## src/rtl/gcd_feeder.sv

```systemverilog
`timescale 1ns/1ps
// gcd_feeder: buffers 8-bit operand pairs in a small FIFO and hands them one
// at a time to an external GCD core. Each job's result, or a timeout abort
// when the core never answers, is held in a valid/ready output register
// together with a 2-bit job sequence tag.
module gcd_feeder #(
    parameter int DEPTH   = 4,   // queued operand pairs, power of two, >= 2
    parameter int TIMEOUT = 255  // WAIT cycles allowed before the job is aborted
) (
    input  logic       clk,
    input  logic       rst,
    // upstream operand stream
    input  logic       in_valid,
    output logic       in_ready,
    input  logic [7:0] in_a,
    input  logic [7:0] in_b,
    // GCD core handshake
    output logic       gcd_start,
    output logic [7:0] gcd_a,
    output logic [7:0] gcd_b,
    input  logic       gcd_done,
    input  logic [7:0] gcd_y,
    input  logic       gcd_error,
    // downstream result stream
    output logic       out_valid,
    input  logic       out_ready,
    output logic [7:0] out_y,
    output logic       out_error,
    output logic       out_timeout,
    output logic [1:0] out_tag
);

    localparam int AW = $clog2(DEPTH);
    localparam int CW = AW + 1;
    // The counter only has to reach TIMEOUT-1: the cycle that would make it
    // TIMEOUT is the abort cycle itself.
    localparam int TW = (TIMEOUT > 1) ? $clog2(TIMEOUT) : 1;

    typedef enum logic [1:0] {
        S_IDLE,
        S_ISSUE,
        S_WAIT,
        S_HOLD
    } state_e;

    state_e        state_q, state_d;

    logic [15:0]   mem_q [DEPTH];
    logic [AW-1:0] wr_ptr_q, wr_ptr_d;
    logic [AW-1:0] rd_ptr_q, rd_ptr_d;
    logic [CW-1:0] count_q, count_d;
    logic          push, pop;

    logic [TW-1:0] tmo_q, tmo_d;
    logic          tmo_hit;
    logic [1:0]    job_cnt_q, job_cnt_d;
    logic [1:0]    job_tag_q, job_tag_d;

    logic [7:0]    gcd_a_q, gcd_a_d;
    logic [7:0]    gcd_b_q, gcd_b_d;
    logic [7:0]    out_y_q, out_y_d;
    logic          out_error_q, out_error_d;
    logic          out_timeout_q, out_timeout_d;
    logic [1:0]    out_tag_q, out_tag_d;

    // Ready depends only on the registered count, so a pop in the same cycle
    // never opens a slot for a push into a full FIFO.
    assign in_ready = (count_q != CW'(DEPTH));
    assign push     = in_valid && in_ready;
    // The head is popped on the IDLE->ISSUE edge, straight into gcd_a/gcd_b.
    assign pop      = (state_q == S_IDLE) && (count_q != '0);
    assign tmo_hit  = (tmo_q == TW'(TIMEOUT - 1));

    // FIFO storage: payload written on every accepted push.
    // NOTE: the storage array has no reset; the count and pointers define
    // which entries are live, so stale contents can never be observed.
    always_ff @(posedge clk) begin
        if (push) begin
            mem_q[wr_ptr_q] <= {in_a, in_b};
        end
    end

    // FIFO bookkeeping: pointers wrap naturally because DEPTH is a power of two.
    always_comb begin
        wr_ptr_d = wr_ptr_q;
        rd_ptr_d = rd_ptr_q;
        if (push) wr_ptr_d = wr_ptr_q + AW'(1);
        if (pop)  rd_ptr_d = rd_ptr_q + AW'(1);
        count_d = count_q + CW'(push) - CW'(pop);
    end

    // FSM next state: one job in flight, from issue to downstream transfer.
    always_comb begin
        state_d = state_q;
        unique case (state_q)
            S_IDLE:  if (count_q != '0)         state_d = S_ISSUE;
            S_ISSUE:                            state_d = S_WAIT;
            S_WAIT:  if (gcd_done || tmo_hit)   state_d = S_HOLD;
            S_HOLD:  if (out_ready)             state_d = S_IDLE;
            default:                            state_d = S_IDLE;
        endcase
    end

    // FSM outputs: both strobes are pure decodes of the state register.
    always_comb begin
        gcd_start = (state_q == S_ISSUE);
        out_valid = (state_q == S_HOLD);
    end

    // Job datapath: operand load at issue, result or abort capture in WAIT.
    // NOTE: every variable gets its hold value first so that no path through
    // this block leaves one unassigned, which would infer a latch.
    always_comb begin
        gcd_a_d       = gcd_a_q;
        gcd_b_d       = gcd_b_q;
        tmo_d         = tmo_q;
        job_cnt_d     = job_cnt_q;
        job_tag_d     = job_tag_q;
        out_y_d       = out_y_q;
        out_error_d   = out_error_q;
        out_timeout_d = out_timeout_q;
        out_tag_d     = out_tag_q;

        if (pop) begin
            {gcd_a_d, gcd_b_d} = mem_q[rd_ptr_q];
            job_tag_d          = job_cnt_q;
            job_cnt_d          = job_cnt_q + 2'd1;
            tmo_d              = '0;
        end

        if (state_q == S_WAIT) begin
            if (gcd_done) begin
                // A completion in the abort cycle still counts as a completion.
                out_y_d       = gcd_y;
                out_error_d   = gcd_error;
                out_timeout_d = 1'b0;
                out_tag_d     = job_tag_q;
            end else if (tmo_hit) begin
                out_y_d       = 8'd0;
                out_error_d   = 1'b1;
                out_timeout_d = 1'b1;
                out_tag_d     = job_tag_q;
            end else begin
                tmo_d = tmo_q + TW'(1);
            end
        end
    end

    // State and datapath registers with synchronous reset; reset also drops
    // any queued or in-flight job.
    // NOTE: non-blocking assignments keep every register sampling the
    // pre-edge values, independent of statement order.
    always_ff @(posedge clk) begin
        if (rst) begin
            state_q       <= S_IDLE;
            wr_ptr_q      <= '0;
            rd_ptr_q      <= '0;
            count_q       <= '0;
            tmo_q         <= '0;
            job_cnt_q     <= 2'd0;
            job_tag_q     <= 2'd0;
            gcd_a_q       <= 8'd0;
            gcd_b_q       <= 8'd0;
            out_y_q       <= 8'd0;
            out_error_q   <= 1'b0;
            out_timeout_q <= 1'b0;
            out_tag_q     <= 2'd0;
        end else begin
            state_q       <= state_d;
            wr_ptr_q      <= wr_ptr_d;
            rd_ptr_q      <= rd_ptr_d;
            count_q       <= count_d;
            tmo_q         <= tmo_d;
            job_cnt_q     <= job_cnt_d;
            job_tag_q     <= job_tag_d;
            gcd_a_q       <= gcd_a_d;
            gcd_b_q       <= gcd_b_d;
            out_y_q       <= out_y_d;
            out_error_q   <= out_error_d;
            out_timeout_q <= out_timeout_d;
            out_tag_q     <= out_tag_d;
        end
    end

    assign gcd_a       = gcd_a_q;
    assign gcd_b       = gcd_b_q;
    assign out_y       = out_y_q;
    assign out_error   = out_error_q;
    assign out_timeout = out_timeout_q;
    assign out_tag     = out_tag_q;

endmodule

```

## config.mk

```make
export PLATFORM = sky130hd
export DESIGN_NAME = gcd_feeder
export DESIGN_NICKNAME = d
export VERILOG_FILES = /design/src/rtl/gcd_feeder.sv
export SDC_FILE = /design/constraint.sdc
export NUM_CORES = 1
export LEC_CHECK = 0
export CAP_MARGIN = 40
export CORE_MARGIN = 2
export CORE_UTILIZATION = 58
export DETAILED_ROUTE_END_ITERATION = 7
export PLACE_DENSITY_LB_ADDON = 0.2
export SETUP_SLACK_MARGIN = 0.2
export SYNTH_ARGS = -nofsm -noshare
export SYNTH_HDL_FRONTEND = slang
export SYNTH_SLANG_ARGS = --single-unit
```

## constraint.sdc

```tcl
create_clock -name clk -period 4.1 [get_ports clk]
set_clock_uncertainty 0.05 [all_clocks]
set_input_delay 0.82 -clock clk [delete_from_list [all_inputs] [get_ports clk]]
set_output_delay 0.82 -clock clk [all_outputs]
set_load 0.1 [all_outputs]
```

# After elaboration in Yosys (flattened, before gate mapping)
# Memory sizes are Yosys's and may differ from the RTL's. A register that Yosys moved wholly into a read port is not among the register bits.
# Index checks and enable logic that the tools add are counted.
[classes] add_sub_neg=6 n_eq_ne=8 mux=17 reduce_logical=8
[ops] operator="two-way mux 8 bit" n=6
[ops] operator="two-way mux 2 bit" n=5
[ops] operator="adder 8 x 1 -> 8 bit, second input constant" n=1
[ops] operator="equality test 8 bit, second input constant" n=1
[ops] operator="one-hot mux 2 bit (4 select lines)" n=1
[ops] operator="adder 2 x 1 -> 2 bit, second input constant" n=3
[ops] operator="two-way mux 1 bit" n=5
[ops] operator="equality test 2 bit, second input constant" n=2
[ops] operator="!= test 2 x 1 -> 1 bit, second input constant" n=2
[ops] operator="adder 3 x 1 -> 3 bit" n=1
[ops] operator="!= test 3 bit, second input constant" n=1
[ops] operator="AND reduction 3 bit" n=1
[ops] operator="nonzero test 3 bit" n=1
[ops] operator="subtractor 3 x 1 -> 3 bit" n=1
[ops] operator="equality test 2 x 1 -> 1 bit, second input constant" n=1
[ops] operator="logical AND 1 bit" n=2
[ops] operator="logical NOT 2 bit" n=1
[ops] operator="!= test 2 bit, second input constant" n=1
[ops] operator="AND reduction 2 bit" n=1
[ops] operator="nonzero test 2 bit" n=1
[ops] operator="logical OR 1 bit" n=1
[word_totals] regBits=33 mem_bits_rw=64 input_bits=30 wordCells=51 memories=1
[memory_table] memory="mem_q" depth=4 width=16 read_ports=1 rd_ports_with_merged_regs=1 wr=1 line_no="48" rtl="logic [15:0] mem_q [DEPTH];"

# Longest topological paths before layout
[depth] ltp_word=6 depth_mapped=12 mapped_depth_nobuf=11

# Least setup slack after synthesis
# Ideal clock, no wire load.
[synth_timing] path_type="register to register" startpoint="reg count_q[1]" endpoint="reg count_q[2]" setup_time_ps=128 t_arrival_ps=2670 t_required_ps=3922 path_slack_ps=1252 path_stages_with_launch=11 cell_sequence="dfxtp_1 or3b_1 and2_4 inv_1 ha_1 inv_1 ha_1 fa_1 xnor2_1 xnor2_1 nor2_1"
[synth_via] elab_chain_len=4
[synth_lines] item="from (decl)" line_no="51" rtl="logic [CW-1:0] count_q, count_d;"
[synth_lines] item="from (signal assigned)" line_no="172" rtl="count_q <= count_d;"
[synth_lines] item="!= test 3 bit" line_no="68" rtl="assign in_ready = (count_q != CW'(DEPTH));"
[synth_lines] item="via in_ready" line_no="14" rtl="output logic in_ready,"
[synth_lines] item="logical AND 1 bit" line_no="69" rtl="assign push = in_valid && in_ready;"
[synth_lines] item="adder 3 x 1 -> 3 bit" line_no="89" rtl="count_d = count_q + CW'(push) - CW'(pop);"
[synth_lines] item="subtractor 3 x 1 -> 3 bit" line_no="89"
# The timed path passes the listed nets, and every way through them passes these cells.
# A chain may end at the register's enable or synchronous reset.

# Worst setup path in the final report
[layout_timing] startpoint="reg count_q[2]" endpoint="out in_ready"
[layout_via] elab_chain_len=1
[layout_lines] item="!= test 3 bit" line_no="68"
[layout_lines] item="to (decl)" line_no="14"
# Every way passes these cells.

==> run_results.csv <==
group,metric,value,unit
timing,hold_viol_final,0,
clocking,ctsLongestPathBuffers,2,
route,wl,9823,um
route,wire_per_inst,17.99,um
clocking,clock_latency,0.52,ns
final_layout,n_antenna_cell,0,
timing,rsz0062_at_grt,"false",
power_and_ir_drop,vdd_drop_max,0.0004575,V
route,vias,3006,
critical_path,worstSetupEndpointType,"primary output",
timing,finalCriticalPeriod,2.924,ns
logic_synthesis,yosysWarningCount,0,
logic_synthesis,seq_area_frac_synth,64.73,%
route,drt_pass1_iterations,4,
final_layout,finalNetCount,475,
critical_path,r2r-start,"state_q[0]$_SDFFE_PP0P_",
final_layout,area_delta_synth_final,39.56,%
logic_synthesis,synthFlopType,"edfxtp_1",
timing,hold_ws,0.4055,ns
global_routing,grt_pass1_vias,3163,
logic_synthesis,synth.area.top_cells,"edfxtp_1 (43%), dfxtp_1 (22%), mux4_2 (8.0%)",
floorplanning,core,7607,um2
global_routing,grt_max_degree,29,
timing,period_share,71.32,%
floorplanning,rows,32,
clocking,cts_tree,"done",
global_routing,antenna_found_initial,0,
critical_path,setup.worst_path.start_class,"flop",
logic_synthesis,syn_area_per_cell,13.67,um2
floorplanning,die_h,91.93,um
critical_path,critPathRequiredTime,3.23,ns
route,antenna_left,0,
power_and_ir_drop,power.leakage,2.281,nW
floorplanning,top_level_ports,61,
logic_synthesis,yosys.area.top_type,"edfxtp_1",
critical_path,cp_slowest_cell,"clkdlybuf4s50_1",
logic_synthesis,syn-num-nets,372,
floorplanning,fp.dieArea,8451,um2
final_layout,fillers,413,
critical_path,arrival,2.05,ns
timing,worst_pin_slew,0.8709,ns
power_and_ir_drop,power.density,744.2,nW/um2
clocking,cts_resized,0,
clocking,clkTransAtPathRegs,0.06,ns
floorplanning,die_w,91.93,um
global_routing,grt_usage,25.31,%
min_path,min_from,"gcd_a[2]$_SDFFE_PP0P_",
clocking,cts_num_sinks,113,
clocking,h-tree-depth,4,
timing,fmax,342.0,MHz
route,viasPerCell,5.505,
route,drt_iter0_markers,125,
clocking,cts_made_buffers,17,
timing,finalSetupViolations,0,
final_layout,layout_common_cells,"edfxtp_1 (64), clkdlybuf4s50_1 (60), dfxtp_1 (49), nand2_1 (46), buf_8 (33)",
placed_design,gp_congestion,0.7585,
logic_synthesis,ys_ff_latch,113,
min_path,hold_path_class,"reg -> reg",
logic_synthesis,synth-edff-count,64,
logic_synthesis,synth.top_cell.area_share,42.86,%
final_layout,drive_above_1_share,21.62,%
critical_path,path_cells,"or3b_1 -> clkdlybuf4s50_1 -> buf_8",
placed_design,hpwlAfterDp,6052,um
route,route.detailed.drc,0,
job,maxCapViolCount,0,
global_routing,grt_overflow,0,
critical_path,cp_top_family,"buffers and inverters",
clocking,postCtsHoldBufs,0,
timing,relSlewSlack,41.86,%
logic_synthesis,synth_cell_types,47,
timing,finalSetupTns,0,ns
floorplanning,start_util,58.95,%
outcome,status,"finished clean",
critical_path,max_stage_delay,0.49,ns
logic_synthesis,synthCells,328,
placed_design,numPortBuffers,60,
critical_path,path_max_fanout,6,
clocking,cts-root-buf,"clkbuf_8",
clocking,post_cts_buffers,0,
global_routing,grt_pass1_wl,15960,um
final_layout,final_common_cell,"edfxtp_1",
critical_path,critical_path.startpoint,"count_q[2]$_SDFF_PP0_",
logic_synthesis,asyncSetResetFlopFracSynth,0,%
critical_path,cp_num_buf_inv,2,
timing,slew_violations,0,
critical_path,crit_type,"reg -> out",
logic_synthesis,synth_area,4484,um2
-- final timing paths --
check	slack (ns)	to	depth (start not counted)
setup / recovery	1.18	in_ready	3
hold / removal	0.41	gcd_a[2]$_SDFFE_PP0P_	2
setup reg to reg	1.24	count_q[2]$_SDFF_PP0_	12
hold reg to reg	0.41	gcd_a[2]$_SDFFE_PP0P_	2
-- per-layer routing --
metal / vias up / part of all wire [%] / global-route usage [%]
met5: - / 0 / 0
met4: 0 / 1.2 / 9.204
met3: 13 / 5.0 / 7.313
met2: 79 / 53 / 43.32
met1: 1502 / 41 / 30.68
li1: 1412 / - / -
-- Yosys cell counts, types with 3 or more instances --
cell and n:
nor2b_1 3, dfxtp_1 49, nand2_1 46, a21oi_1 24, mux4_2 16, edfxtp_1 64, nand3_1 5, ha_1 13
a22o_1 8, inv_1 11, mux2i_1 3, and3_1 5, xnor2_1 5, buf_2 6, o21ai_0 6, clkbuf_1 5
nand4b_1 3, nor2_1 12, nand2b_1 9
-- registers in the layout, summed over array words and instances (netlist names) --
| signal | count |
|---|---|
| job_cnt_q | 2 |
| rd_ptr_q | 2 |
| gcd_a | 8 |
| tmo_q | 8 |
| out_error | 1 |
| out_y | 8 |
| out_timeout | 1 |
| count_q | 3 |
| out_tag | 2 |
| job_tag_q | 2 |
| mem_q | 64 |
| wr_ptr_q | 2 |
| gcd_b | 8 |
| state_q | 2 |
-- layout make-up --
class | count | area [um2] | area share, %
clock buffer | 18 | 417.9 | 6.677
inverter | 11 | 41.29 | 0.6597
timing repair buffer | 98 | 1141 | 18.23
clock inverter | 14 | 155.1 | 2.479
tap | 102 | 127.6 | 2.039
sequential | 113 | 2903 | 46.38
multi-input combinational | 190 | 1473 | 23.53
-- report_power, final --
group          switching (mW)  leakage, nW  internal [mW]
clock                   0.543        0.277          0.873
sequential              0.135        0.986           1.38
combinational            1.06         1.02          0.663
-- cells by family (layout without fill, tap and decap cells) --
group,Yosys count,count (layout),share of synthesized area [%]
compound gates,50,50,7.366
xor+xnor,7,7,1.367
fa+ha+maj,14,14,4.074
buf+inv,25,141,2.427
flops,113,113,64.73
mux,19,19,8.705
simple gates,100,100,11.33
-- through the flow --
stage	cells	total power, mW	worst slack (ns)	utilization, %	instance area [um2]
floorplan	328	2.641	1.252	-	4484
global placement	479	2.944	1.166	67.93	5167
detailed placement	514	3.249	1.084	74.74	5685
CTS	546	4.695	1.164	82.27	6259
global route	546	4.850	0.9917	82.27	6259
finish	546	4.657	1.176	82.27	6259
-- worst min-delay path: stages (launching register included) --
cell and delay [ns]:
dfxtp_1 0.30, nand2_1 0.05, a21oi_1 0.05
(Power assumes the default switching activity.)
==> edit (config.mk and constraints unchanged) <==
`TIMEOUT`: 255 -> 510.
--- a/src/rtl/gcd_feeder.sv
+++ b/src/rtl/gcd_feeder.sv
@@ -5,7 +5,7 @@
 // together with a 2-bit job sequence tag.
 module gcd_feeder #(
     parameter int DEPTH   = 4,   // queued operand pairs, power of two, >= 2
-    parameter int TIMEOUT = 255  // WAIT cycles allowed before the job is aborted
+    parameter int TIMEOUT = 510  // WAIT cycles allowed before the job is aborted
 ) (
     input  logic       clk,
     input  logic       rst,
Function: no difference found for any inputs over 10 cycles, from zero or initial values and one cycle with rst high; that may be too few to reach the edited logic, so the function may still have changed.
==> edit against the original RTL <==
- wire length fell by 7.9%
- die area grew 1.5%
- total power decreased by 1.3%
- setup slack better by 0.013 ns
- synthesized cell count unchanged
- final cell count decreased by 0.73%
- non-clock buffer count decreased by 3
- sequential share of layout area up 0.26 points
- sequential cell count up 1
- design area rose by 0.12%
- core utilization decreased by 0.33 points
- global-route usage shrank 2.1 points
- synthesized area increased by 1.6%
==> edit: results (changes against the original RTL) <==
Clock network
  – Clk root buf: clkbuf_8
  – CTS clk-pin slew, worst paths: 0.06 ns (about the same)
  – CTS max path bufs: 2 (unchanged)
  – Clk_lat worst skew: 0.51 ns
  – CTS resizes: 0 (unchanged)
  – H-tree levels: 4 (unchanged)
  – Setup Buffers After CTS: 0 (unchanged)
  – Num CTS Buffers: 17 (unchanged)
  – Post-CTS Hold Fix Bufs: 0 (unchanged)

Synth
  – Yosys warns: 0 (unchanged)
  – Sequential fraction of the synthesis area: 64.2% (-0.56 points)
  – Mapped Cells: 328 (unchanged)
  – Post-synth EDFFs: 64 (unchanged)
  – Count of cell types in the netlist: 52 (+11%)
  – Synth area leaders: edfxtp_1 42%, dfxtp_1 22%, mux4_2 7.9%
  – Synth top cells by count: 64 x edfxtp_1, 50 x dfxtp_1, 42 x nand2_1, 25 x a21oi_1, 16 x mux4_2
  – Synth Net Count: 372 (unchanged)
  – Async SR Flop Fraction: 0% (unchanged)

Route
  – Routed wl met3: 371 um (-25%)
  – Routed WL per cell: 16.7 um (-7.2%)
  – WL met2: 4.81 mm (-7.0%)
  – Detailed-routing wirelength on met1: 3.77 mm (-6.9%)
  – Top Metal Used: met4
  – Vias: 2943 (-2.1%)
  – Post-route ant nets: 0 (unchanged)
  – Vias per cell: 5.43 (-1.4%)
  – Drt pass-1 iters: 4 (unchanged)
  – 1st-iter DRT viols: 134 (+7.2%)

Cells and area
  – Share of layout cells above drive strength 1: 21.8% (+0.20 points)
  – Largest regs: mem_q (64), tmo_q (9)
  – Antenna cells: 0 (unchanged)
  – Layout Nets: 471 (-0.84%)

Critical path
  – WP data arrival: 2.04 ns
  – Family with the most delay on the worst path: buffers and inverters
  – Critical path's largest stage delay: 0.49 ns (about the same)
  – Worst-path maximum fanout: 6 (unchanged)
  – Slowest CP cell: clkdlybuf4s50_1

Outcome
  – Outcome: finished, final reports clean

GRT
  – M1 GR Usage: 28.5% (-2.2 points)
  – First-pass GRT wire length: 15.0 mm (-6.2%)
  – M3 GR Usage: 6.67% (-0.64 points)
  – Largest net degree at the start of global routing: 38 (+31%)
  – Initial antenna violation count: 0 (unchanged)
  – Vias in the first global route: 3000 (-5.2%)
  – Routing usage on met2: 39.6% (-3.7 points)
  – GRT Util Overall: 23.2% (-2.1 points)

Placement
  – Port bufs: 60 (unchanged)
  – Placed cells: 510 (-0.78%)
  – Post-DP Area: 5710 um^2 (+0.37%)
  – Gpl congestion: 0.772 (+1.8%)
  – DP HPWL: 5.72 mm (-5.5%)

STA
  – Worst slew margin: 39.7% (-2.2 points)

Power
  – Leakage: 0.00223 uW (-2.2%)
  – Switching Fraction: 37.3% (about the same)
  – VDD IR max: 689 uV (+51%)

Hold path
  – HP Class: flop to flop
==> edit: through the flow <==
step | worst slack [ns] | hold WS [ns] | power (uW)
CTS | 1.18 | 0.411 | 4620
finish | 1.19 | 0.411 | 4600
detailed placement | 1.25 | 0.401 | 3260
global placement | 1.32 | 0.398 | 2950
global route | 1.10 | 0.436 | 4800
floorplan | 1.42 | 0.387 | 2680
==> edit: power groups by stage <==
stage | Combinational, uW | Sequential [uW] | Clock, uW
after detailed placement | 1720 | 1540 | 0
after global placement | 1400 | 1550 | 0
after CTS | 1740 | 1510 | 1370
final | 1730 | 1510 | 1360
after global routing | 1840 | 1530 | 1430
after floorplan | 701 | 1970 | 0
==> edit: layout make-up <==
type,count,area [um^2]
clock buffers,18,428
clock inverters,14,131
fillers,398,1380
inverters,13,48.8
multi-input cells,186,1480
flip-flops and latches,114,2920
well taps,102,128
repair buffers,95,1120
==> edit: path summary, 6_finish.rpt <==
kind / from / end / slack (ns) / depth (start not counted)
worst max-delay path: count_q[2] / in_ready / 1.19 / 3
worst min-delay path: job_tag_q[1] / job_tag_q[1] / 0.41 / 2
worst max register to register: state_q[0] / count_q[2] / 1.33 / 10
worst min register to register: job_tag_q[1] / job_tag_q[1] / 0.41 / 2
==> edit: cell families (layout without fill, tap and decap cells) <==
group                    after synthesis  count (layout)  synth area share (%)
buffers and inverters                 28             140                  3.24
flip-flops                           114             114                  64.2
multiplexers                          18              18                  8.35
XOR/XNOR                              10              10                  1.92
AO/OA/AOI/OAI                         53              53                  8.49
AND/OR/NAND/NOR                       91              91                  9.81
adder cells (fa/ha/maj)               14              14                  4.01
==> edit: worst min-delay path: cells and delay by family, from the launching register on <==
family	cells	cell delay, ns
AND/OR/NAND/NOR	1	0.05
flip-flops	1	0.31
AO/OA/AOI/OAI	1	0.05
